File: config.mk
export PLATFORM = sky130hd
export DESIGN_NAME = rr_arb4
export DESIGN_NICKNAME = d
export VERILOG_FILES = /design/src/rtl/rr_arb4.sv
export SDC_FILE = /design/constraint.sdc
export NUM_CORES = 1
export LEC_CHECK = 0
export BUFFER_PORTS_ARGS = -buffer_cell sky130_fd_sc_hd__buf_2
export CAP_MARGIN = 20
export CORE_AREA = 2 2 39 41
export CTS_CLUSTER_SIZE = 40
export DETAILED_ROUTE_END_ITERATION = 10
export DIE_AREA = 0 0 41 43
export PLACE_DENSITY = 0.47
export SYNTH_ARGS = -nofsm -noshare
export SYNTH_HDL_FRONTEND = slang
export SYNTH_SLANG_ARGS = --single-unit
File: constraint.sdc
create_clock -name clk -period 3.82 [get_ports clk]
set_input_delay 0.382 -clock clk [delete_from_list [all_inputs] [get_ports clk]]
set_output_delay 0.382 -clock clk [all_outputs]
set_load 0.005 [all_outputs]
File: src/rtl/rr_arb4.sv
// rr_arb4 -- four-requester round-robin arbiter with grant hold.
//
// One active requester wins per arbitration; the winner is presented as a
// registered 2-bit index (gnt_idx) plus a valid flag (gnt_valid), meant to
// drive the select/enable of a downstream 2-to-4 decoder. A grant is held
// until the owner pulses done or drops its request.
//
// Optional feature: define RR_TIMEOUT_EN to enable the hold counter and the
// forced release after TIMEOUT cycles (timeout pulses for one cycle). With
// the macro undefined the counter is absent, timeout is tied low and a grant
// is held without limit.
//
// Handshake: req[i] is a level request; once granted, the owner keeps
// req[i] high for as long as it wants the resource and either pulses done
// (sampled only while gnt_valid=1) or drops req[i] to release it. Release
// and re-grant never share an edge, so grants are at least 2 cycles apart.

module rr_arb4 #(
  parameter int TIMEOUT = 15,
  parameter int CNT_W   = 4
) (
  input  logic       clk,
  input  logic       rst,
  input  logic [3:0] req,
  input  logic       done,
  output logic [1:0] gnt_idx,
  output logic       gnt_valid,
  output logic       timeout
);

  typedef enum logic {
    IDLE  = 1'b0,
    GRANT = 1'b1
  } state_e;

  state_e     state;
  logic [1:0] ptr;
  logic [1:0] pick_idx;
  logic       release_now;

  // First set request bit scanning ptr, ptr+1, ptr+2, ptr+3 (mod 4).
  function automatic logic [1:0] rr_pick(input logic [3:0] r, input logic [1:0] p);
    logic [1:0] idx;
    logic       found;
    rr_pick = p;
    found   = 1'b0;
    for (int i = 0; i < 4; i++) begin
      idx = p + 2'(i);
      if (!found && r[idx]) begin
        rr_pick = idx;
        found   = 1'b1;
      end
    end
  endfunction

  // Winner selection and the owner-driven release condition.
  always_comb begin
    pick_idx    = rr_pick(req, ptr);
    release_now = done || !req[gnt_idx];
  end

`ifdef RR_TIMEOUT_EN
  localparam logic [CNT_W-1:0] CNT_LAST = CNT_W'(TIMEOUT - 1);

  logic [CNT_W-1:0] cnt;

  // Arbitration FSM with hold counter and forced release.
  always_ff @(posedge clk) begin
    if (rst) begin
      state     <= IDLE;
      ptr       <= 2'd0;
      cnt       <= '0;
      gnt_idx   <= 2'd0;
      gnt_valid <= 1'b0;
      timeout   <= 1'b0;
    end else begin
      timeout <= 1'b0;
      case (state)
        IDLE: begin
          if (|req) begin
            gnt_idx   <= pick_idx;
            gnt_valid <= 1'b1;
            cnt       <= '0;
            state     <= GRANT;
          end
        end
        GRANT: begin
          if (release_now) begin
            gnt_valid <= 1'b0;
            ptr       <= gnt_idx + 2'd1;
            state     <= IDLE;
          end else if (cnt == CNT_LAST) begin
            gnt_valid <= 1'b0;
            ptr       <= gnt_idx + 2'd1;
            state     <= IDLE;
            timeout   <= 1'b1;
          end else if (cnt != {CNT_W{1'b1}}) begin
            cnt <= cnt + 1'b1;
          end
        end
        default: state <= IDLE;
      endcase
    end
  end
`else
  // TIMEOUT/CNT_W are accepted but have no effect in this build.
  logic unused_cfg;
  assign unused_cfg = (TIMEOUT > CNT_W);

  // Arbitration FSM; grants are held until done or a request drop.
  always_ff @(posedge clk) begin
    if (rst) begin
      state     <= IDLE;
      ptr       <= 2'd0;
      gnt_idx   <= 2'd0;
      gnt_valid <= 1'b0;
      timeout   <= 1'b0;
    end else begin
      timeout <= 1'b0;
      case (state)
        IDLE: begin
          if (|req) begin
            gnt_idx   <= pick_idx;
            gnt_valid <= 1'b1;
            state     <= GRANT;
          end
        end
        GRANT: begin
          if (release_now) begin
            gnt_valid <= 1'b0;
            ptr       <= gnt_idx + 2'd1;
            state     <= IDLE;
          end
        end
        default: state <= IDLE;
      endcase
    end
  end
`endif

endmodule

# [After elaboration in Yosys (flattened, before gate mapping)]
# Index checks and enable logic that the tools add are counted.
[op_classes] bitwise=1 addsub=4 n_mul=0 n_eq_ne=2 reduce_logical=12 shift=0 magnitude_cmp=5 muxes=22 n_div=0
[ops] cell="2-bit by 3-bit < comparator with 1-bit output, second input constant" count=5
[ops] cell="1-bit two-way mux" count=12
[ops] cell="1-bit binary-select mux with 2-bit select" count=5
[ops] cell="2-bit two-way mux" count=3
[ops] cell="2-bit AND reduction" count=3
[ops] cell="2-bit by 1-bit adder with 2-bit output, second input constant" count=2
[ops] cell="2-bit adder, second input constant" count=2
[ops] cell="1-bit zero test" count=4
[ops] cell="1-bit case mux with 2 select lines" count=2
[ops] cell="4-bit OR reduction" count=1
[ops] cell="1-bit logical AND" count=3
[ops] cell="2-bit by 1-bit != test with 1-bit output, second input constant" count=1
[ops] cell="2-bit != test, second input constant" count=1
[ops] cell="1-bit logical OR" count=1
[ops] cell="1-bit NOT" count=1
[totals] reg_bits=6 ram_bits=0 latchBits=0 mem_count=0 wordCells=50 inputBits=7 out_inout_bits=4 romBits=0

# [Depth between registers and ports, before layout]
# Gate-level depths: netlist of the first run.
[logic_depth] word_depth=12 ltp_mapped=4 ltp_nobuf=4

# [Worst setup path after synthesis of the first run]
# No wires, ideal clock.
[synth_timing] path_type="register -> register" from="register gnt_idx[0]" to="register ptr[0]" path_stages_with_launch=5 arrival_ps=1166 setup_ps=70 period_less_slack_ps=1235 path_buffers=0 t_required_ps=3750 path_slack_ps=2585 path_cell_list="dfxtp_1 mux2i_1 o221ai_2 or2_2 a21oi_1"
[synth_via] elab_chain_len=5 word_cells_on_any_way=6 cone_classes="add/sub: 1; mux: 2; reduce/logical: 3"
[synth_lines] element="start, declared" line_no="26" rtl="output logic [1:0] gnt_idx,"
[synth_lines] element="start signal, assigned" line_no="123" rtl="gnt_idx <= pick_idx;"
[synth_lines] element="1-bit binary-select mux with 2-bit select" line_no="59" rtl="release_now = done || !req[gnt_idx];"
[synth_lines] element="1-bit two-way mux (implied by the code)" line_no="59"
[synth_lines] element="1-bit zero test" line_no="59"
[synth_lines] element="1-bit logical OR" line_no="59"
[synth_lines] element="2-bit AND reduction (no source line)"
[synth_lines] element="end signal, assigned" line_no="131" rtl="ptr <= gnt_idx + 2'd1;"
[synth_lines] element="end, declared" line_no="37" rtl="logic [1:0] ptr;"
# Parallel ways exist; a longest one is shown, timed or not. The select of a mux whose other input is x is not followed.
# A chain may end at the register's enable or synchronous reset.

# [Worst setup path after layout of the first run]
# Same ends and word-level chain as after synthesis.

==> results.py, run 1 <==
metrics = {
    "global_routing": {
        "grt_pass1_wl_um": 1145,
        "grt-ovfl-total": 0,
        "grt_max_degree": 8,
        "grt_usage_pct": 9.648,
        "antenna_found_initial": 0,
        "grt_pass1_vias": 309,
    },
    "die": {
        "die_width_um": 41,
        "core.rowCount": 14,
        "core-area_mm2": 0.001384,
        "die_y_um": 43,
        "boundaryPins": 11,
        "dieArea_mm2": 0.001763,
        "start_util_pct": 26.76,
    },
    "clocking": {
        "cts_tree": "built",
        "clkLatencyLatePin_ps": 240,
        "root_buffer": "clkbuf_4",
        "hold_buffers": 0,
        "clockBufferDepth": 2,
        "cts.clk_slew.worst_paths_ps": 40,
        "clock_sinks": 6,
        "htree_levels": 1,
        "cts_inserted_buffers": 3,
        "post_cts_buffers": 0,
        "cts-resized-gates": 0,
    },
    "critical_path": {
        "r2r_cells": 4,
        "reg2reg_from": "gnt_idx[0]",
        "crit_fanout": 6,
        "crit_type": "reg2reg",
        "critPathArrivalTime_ps": 1500,
        "end_kind": "register",
        "r2r_end": "ptr[0]",
        "reg2reg_slack_ps": 2490,
        "start_kind": "register",
        "cp.required_ps": 3990,
    },
    "yosys": {
        "synth.area.mux_share_pct": 8.108,
        "synth_nets": 48,
        "synth_edf_count": 0,
        "synth_fa_ha_area_share_pct": 0,
        "synth-main-ff-cell": "dfxtp_1",
        "seq_area_frac_synth_pct": 32.43,
        "synth-simple-area-share_pct": 29.73,
        "ys_seq_elements": 6,
        "syn-cell-area_um2": 370.4,
        "syn_inst": 41,
        "synth-xor-area-share_pct": 2.365,
        "synth_compound_area_share_pct": 23.31,
        "synth_top_family_by_area": "simple AND/OR/NAND/NOR gates",
        "async_flop_share_pct": 0,
        "synth_warnings": 0,
        "yosysUniqueCellTypes": 24,
        "avgSynthCellArea_um2": 9.033,
    },
    "timing": {
        "fin_crit_sh_pct": 34.74,
        "hold_viol_final": 0,
        "fin_tns_setup_ps": 0,
        "fin_skew_ps": 1.889,
        "post-route-min-period_ps": 1327,
        "rsz0062_at_grt": "false",
        "setup_viol": 0,
        "fmax_ghz": 0.7534,
        "maxSlewViolCount": 0,
    },
    "place": {
        "dpl.hpwl_um": 548.8,
        "portBuffers": 9,
        "gp_congestion": 0.7915,
    },
    "layout": {
        "drive_above_1_share_pct": 32.69,
        "seq_area_um2": 120.1,
        "area_growth_pct": 21.62,
        "fin_nets": 61,
        "diodes": 0,
        "fill_cells": 160,
        "multi_input_area_um2": 239.0,
    },
    "routing": {
        "drt-total-wl_um": 694,
        "ant_nets": 0,
        "wl_per_cell_um": 10.21,
        "drtPass1Iterations": 4,
        "vias": 328,
        "drc_errors": 0,
        "viasPerCell": 4.824,
        "drtIter0Drc": 4,
    },
    "hold_path": {
        "hold_depth": 2,
        "min_to": "gnt_idx[0]",
        "hp-start": "rst",
        "min_path_type": "in2reg",
    },
    "power": {
        "p_per_area_mw_per_mm2": 366.8,
        "total_power_uw": 165.2,
        "p_leak_uw": 0.0001871,
        "ir_worst_vdd_v": 0.0001428,
    },
    "job": {
        "drv_cap": 0,
    },
    "status": {
        "status": "finished, final reports clean",
    },
}
-- final cells by class --
cell class,instances,area share (%)
inverter,1,0.8333
multi-input combinational,33,53.06
clock buffer,3,5.000
timing repair buffer,9,10.00
sequential,6,26.67
tap,16,4.444
-- critical path: stages (launching register included) --
cell and delay (ps):
dfxtp_1 450, mux2i_1 250, o221ai_2 150, or2_2 290, a21oi_1 120
-- report_power, final --
| part | leakage, uW | internal (uW) | switching (uW) | total [uW] |
|---|---|---|---|---|
| sequential | 0.0000495 | 68.6 | 6.64 | 75.2 |
| combinational | 0.000124 | 17.7 | 15.8 | 33.5 |
| clock | 0.0000138 | 35.4 | 21.1 | 56.5 |
| total | 0.000187 | 122 | 43.5 | 165 |
-- worst max path at each step --
stage / depth (start not counted) / slack, ps / end / from
final: 4 / 2490 / ptr[0] / gnt_idx[0]
after global routing: 4 / 2390 / ptr[0] / gnt_idx[0]
after CTS: 4 / 2470 / ptr[0] / gnt_idx[0]
after detailed placement: 5 / 2440 / ptr[1] / done
after global placement: 5 / 2420 / gnt_idx[1] / req[1]
after floorplan: 4 / 2580 / ptr[0] / gnt_idx[0]
-- Yosys cell counts (2+ instances only) --
cell type	number	share of area [%]
a21oi_1	3	4.1
nor3b_1	2	4.1
mux2i_1	3	8.1
nor2_1	4	4.1
nor2b_1	4	6.8
o21ai_0	2	2.7
dfxtp_1	6	32
-- per-stage QoR --
step                std cells  instance area [um2]  hold WS, ps  util, %  setup WS (ps)
global placement           65                427.9        459.1    30.92           2420
global route               68                450.4        368.3    32.55           2386
CTS                        68                450.4        351.8    32.55           2466
detailed placement         65                427.9        456.3    30.92           2445
finish                     68                450.4        355.5    32.55           2493
floorplan                  41                370.4        444.0        -           2585
-- placed cells by master (no fill, tap or decap), types with 2 or more instances in the layout --
cell type,count
buf_2,9
clkbuf_4,3
mux2i_1,3
o21ai_0,2
nor2_1,4
dfxtp_1,6
nor3b_1,2
nor2b_1,4
a21oi_1,3
-- metal layers --
metal | wire length, um | part of all wire, % | vias up | track usage [%]
met5 | 0 | 0 | - | 0
met2 | 316 | 46 | 7 | 14.06
met4 | 0 | 0 | 0 | 6.000
met3 | 35 | 5.0 | 0 | 3.141
li1 | - | - | 170 | -
met1 | 342 | 49 | 151 | 11.61
-- logic make-up after synthesis --
kind of cell | after synthesis
AND/OR/NAND/NOR | 17
AO/OA/AOI/OAI | 11
flip-flops | 6
multiplexers | 3
buffers and inverters | 2
XOR/XNOR | 1
other | 1
-- registers in the layout, indices dropped and copies added (netlist names) --
signal     flops
state          1
gnt_valid      1
ptr            2
gnt_idx        2
Power figures use the tool's default switching activity.
==> run 2, diff against run 1 <==
- PLACE_DENSITY: 0.47 -> 0.49
- clock period: 3.82 -> 1.1 ns (I/O delays scaled with it)
==> run 2 against run 1 <==
The run now ends with negative setup slack left. Final cell count is 13% higher. Routed wire length is 20% higher. Fmax is 11% higher. Core utilization is 6.2 points higher. Die area stayed put. Sequential power grew to 3.4 times the previous value. Clock skew is 4.6 ps higher. Final area is 19% higher. Setup slack worse by 2600 ps. Critical endpoint is now state. Sequential cell count stayed put.
==> results.py, run 2 (synthesis gave the netlist of run 1 again) <==
metrics = {
    "clocking": {
        "cts_tree": "built",
        "clockBufferDepth": 2,
        "cts_inserted_buffers": 3,
        "htree_levels": 1,
        "clkLatencyLatePin_ps": 240,
        "clock_sinks": 6,
        "cts.clk_slew.worst_paths_ps": 50,
        "hold_buffers": 0,
        "root_buffer": "clkbuf_4",
    },
    "place": {
        "gp_congestion": 0.7850,
        "place_area_um2": 490.5,
        "dpl.hpwl_um": 664.1,
        "place_ws_ps": -78.23,
        "place_inst": 72,
        "portBuffers": 9,
    },
    "die": {
        "die_width_um": 41,
        "die_y_um": 43,
        "core-area_mm2": 0.001384,
        "start_util_pct": 26.76,
        "dieArea_mm2": 0.001763,
        "core.rowCount": 14,
        "boundaryPins": 11,
    },
    "layout": {
        "drive_above_1_share_pct": 52.46,
        "seq_area_um2": 130.1,
        "area_growth_pct": 44.93,
        "final_cells": 77,
        "fill_cells": 158,
        "fin_nets": 69,
        "mostFrequentLayoutCell": "buf_2",
        "final_cell_mix": "9 x buf_2, 8 x buf_4, 4 x nor2_1",
        "reg_top3": "gnt_idx x2, ptr x2",
        "multi_input_area_um2": 251.5,
        "post-route-cell-area_um2": 536.8,
        "diodes": 0,
    },
    "timing": {
        "fin_skew_ps": 6.507,
        "post-route-min-period_ps": 1200,
        "holdWs_ps": 87.35,
        "hold_viol_final": 0,
        "fmax_ghz": 0.8334,
        "setup_viol": 4,
        "fin_crit_sh_pct": 109.1,
        "maxSlewViolCount": 0,
        "timing.final.ws_setup_ps": -99.95,
        "rsz0062_at_grt": "true",
    },
    "power": {
        "total_power_uw": 636.6,
        "p_per_area_mw_per_mm2": 1186,
        "ir_worst_vdd_v": 0.0005572,
        "p_leak_uw": 0.0002358,
    },
    "global_routing": {
        "antenna_found_initial": 0,
        "grt_pass1_vias": 351,
        "grt_usage_pct": 11.62,
        "grt-ovfl-total": 0,
        "grt_max_degree": 6,
        "grt_pass1_wl_um": 1393,
    },
    "critical_path": {
        "r2r_end": "state",
        "critPathLaunch": "gnt_idx[0]",
        "reg2reg_from": "gnt_idx[0]",
        "r2r_cells": 4,
        "crit_type": "reg2reg",
        "cp.required_ps": 1230,
        "crit_end": "state",
        "reg2reg_slack_ps": -100,
        "crit_fanout": 4,
        "critPathArrivalTime_ps": 1330,
        "end_kind": "register",
        "start_kind": "register",
    },
    "routing": {
        "drc_errors": 0,
        "drt-total-wl_um": 835,
        "viasPerCell": 4.623,
        "wl_per_cell_um": 10.84,
        "drtPass1Iterations": 4,
        "drtIter0Drc": 3,
        "vias": 356,
        "ant_nets": 0,
    },
    "hold_path": {
        "min_path_type": "in2reg",
    },
    "status": {
        "status": "complete, but fails checks",
        "violations": "negative setup slack",
    },
    "job": {
        "drv_cap": 0,
    },
}
==> run 2: cell count changes in the layout (fill, tap and decap cells not counted), sizes merged <==
cell	change
buf	+8
clkbuf	+1
==> run 2: where the power goes <==
part / total (uW) / internal (uW) / switching, uW
logic: 161 / 88.6 / 72.8
clock network: 221 / 138 / 83.1
registers: 254 / 239 / 15.9
==> run 2: metal layers <==
metal	GRT usage [%]	routed length, um	vias up
li1	-	-	186
met1	15.65	423	161
met2	16.25	367	9
met3	1.571	44	0
met4	8.000	0	0
met5	0	0	-
==> run 2: metrics by stage <==
stage	setup TNS (ps)	utilization (%)
after detailed placement	-282.2	35.44
after CTS	-298.9	37.79
final	-284.8	38.79
after global routing	-603.8	38.79
after floorplan	-131.6	-
after global placement	-289.3	35.44
==> run 2: worst min path at each step <==
stage | start | endpoint | cells after the start
floorplan | rst | gnt_idx[0] | 1
global placement | rst | gnt_idx[1] | 2
detailed placement | rst | gnt_idx[1] | 2
CTS | rst | ptr[0] | 2
global route | rst | ptr[0] | 2
finish | rst | ptr[0] | 2
==> run 2: worst max-delay path, stage by stage, from the launching register on <==
cell	delay [ps]
dfxtp_4	360
mux2i_1	210
o221ai_2	170
and2b_1	200
a21boi_2	140
==> run 2: final cells by class <==
cell class,count,share of cell area (%)
Multi-Input combinational cell,33,46.85
Sequential cell,6,24.24
Timing Repair Buffer,17,19.58
Clock buffer,4,4.895
Tap cell,16,3.730
Inverter,1,0.6993
==> run 2: timing repair <==
item                       4_1_cts  5_1_grt
resized for setup                3        2
buffers inserted                 0        1
setup endpoints to repair        5        5
pin swaps                        2        2
==> run 3, diff against run 2 <==
- BUFFER_PORTS_ARGS: -buffer_cell sky130_fd_sc_hd__buf_2 -> -buffer_cell sky130_fd_sc_hd__buf_4
==> run 3 against run 2 <==
The run still ends with negative setup slack left. Total power up 1.9%. Combinational power up 7%. Clock power about the same. Count of clock-buffer cells in the layout unchanged. Final area up 5.1%. Sequential power about the same. Sequential share of layout area down 1.4 points. Global-route usage up 0.44 points. Clock skew up 1.7 ps. Largest cell class unchanged. Highest routed layer unchanged.
==> results.py, run 3 (synthesis gave the netlist of run 1 again) <==
metrics = {
    "timing": {
        "setup_viol": 5,
        "hold_viol_final": 0,
        "post-route-min-period_ps": 1213,
        "fmax_ghz": 0.8243,
        "fin_skew_ps": 8.218,
        "timing.final.ws_setup_ps": -113.2,
        "fin_crit_sh_pct": 110.3,
        "maxSlewViolCount": 0,
        "fin_tns_setup_ps": -322.4,
        "rsz0062_at_grt": "true",
    },
    "clocking": {
        "cts_tree": "built",
        "clkLatencyLatePin_ps": 250,
        "clock_sinks": 6,
        "cts_inserted_buffers": 3,
        "hold_buffers": 0,
        "cts.clk_slew.worst_paths_ps": 50,
        "htree_levels": 1,
        "root_buffer": "clkbuf_4",
        "post_cts_buffers": 0,
        "clockBufferDepth": 2,
    },
    "layout": {
        "utilization_pct": 40.78,
        "reg_top3": "gnt_idx x2, ptr x2",
        "fin_nets": 69,
        "area_growth_pct": 52.36,
        "final_cells": 77,
        "diodes": 0,
        "final_cell_mix": "17 x buf_4, 4 x nor2b_1, 4 x nor2_1",
        "mostFrequentLayoutCell": "buf_4",
        "drive_above_1_share_pct": 49.18,
    },
    "critical_path": {
        "end_kind": "register",
        "critPathArrivalTime_ps": 1340,
        "start_kind": "register",
        "crit_fanout": 4,
        "reg2reg_from": "gnt_idx[0]",
        "cp.required_ps": 1230,
        "crit_type": "reg2reg",
        "r2r_end": "state",
        "reg2reg_slack_ps": -110,
        "r2r_cells": 4,
    },
    "hold_path": {
        "min_path_type": "in2reg",
        "hold_depth": 2,
        "hp-start": "rst",
        "min_to": "gnt_idx[0]",
    },
    "global_routing": {
        "grt-ovfl-total": 0,
        "grt_pass1_vias": 343,
        "grt_max_degree": 6,
        "grt_pass1_wl_um": 1428,
        "grt_usage_pct": 12.06,
        "antenna_found_initial": 0,
    },
    "place": {
        "portBuffers": 9,
        "gp_congestion": 0.7797,
        "dpl.hpwl_um": 682.3,
        "place_inst": 73,
    },
    "job": {
        "drv_cap": 0,
    },
    "power": {
        "p_per_area_mw_per_mm2": 1150,
        "ir_worst_vdd_v": 0.0006512,
        "p_leak_uw": 0.0002403,
        "total_power_uw": 648.9,
    },
    "routing": {
        "vias": 357,
        "drt-total-wl_um": 858,
        "drtIter0Drc": 5,
        "viasPerCell": 4.636,
        "drc_errors": 0,
        "ant_nets": 0,
        "wl_per_cell_um": 11.14,
        "drtPass1Iterations": 4,
    },
    "status": {
        "status": "complete, but fails checks",
        "violations": "negative setup slack",
    },
    "die": {
        "die_y_um": 43,
        "core.rowCount": 14,
        "core-area_mm2": 0.001384,
        "die_width_um": 41,
        "start_util_pct": 26.76,
        "dieArea_mm2": 0.001763,
        "boundaryPins": 11,
    },
}
run 3: timing repair:
action                                  CTS  global route
pin swaps                                 3             2
gates resized for setup                   3             1
endpoints found under the setup margin    5             5
run 3: metal layers:
metal / wire length (um) / vias to the layer above / global-route usage (%)
met5: 0 / - / 0
met4: 0 / 0 / 8.000
met3: 59 / 0 / 1.571
met2: 353 / 11 / 16.56
met1: 446 / 159 / 16.77
li1: - / 187 / -
run 3: power breakdown:
group	switching (uW)	internal, uW	total (uW)	leakage [uW]
logic	73.0	99.9	173	0.000174
registers	17.3	238	255	0.0000514
clock network	83.4	138	221	0.0000150
run 3: how the worst max path moves through the flow:
stage | startpoint | to | depth (start not counted)
2_1_floorplan | gnt_idx[0] | state | 4
3_5_place_dp | gnt_idx[0] | state | 4
6_report | gnt_idx[0] | state | 4
5_1_grt | gnt_idx[0] | state | 4
4_1_cts | gnt_idx[1] | state | 4
3_3_place_gp | gnt_idx[0] | state | 4
run 3: per-stage QoR:
step | instance area (um2) | hold WS [ps] | setup slack (ps)
after detailed placement | 520.5 | 306.5 | -109.1
after floorplan | 380.4 | 169.4 | -67.95
after global routing | 564.3 | 49.22 | -154.0
final | 564.3 | 52.26 | -113.2
after global placement | 520.5 | 307.7 | -92.34
after CTS | 555.5 | 47.71 | -106.8
run 3: area by class of cell:
type                       count  area, um2
clock buffer                   4      26.28
fill                         142      819.5
inverter                       1      3.754
multi-input combinational     33      257.7
sequential                     6      128.9
tap                           16      20.02
timing repair buffer          17      127.6
run 3: worst max-delay path: stages, from the launching register on:
cell	delay, ps
dfxtp_4	370
mux2i_4	220
o221ai_2	160
and2b_1	200
a21boi_2	150
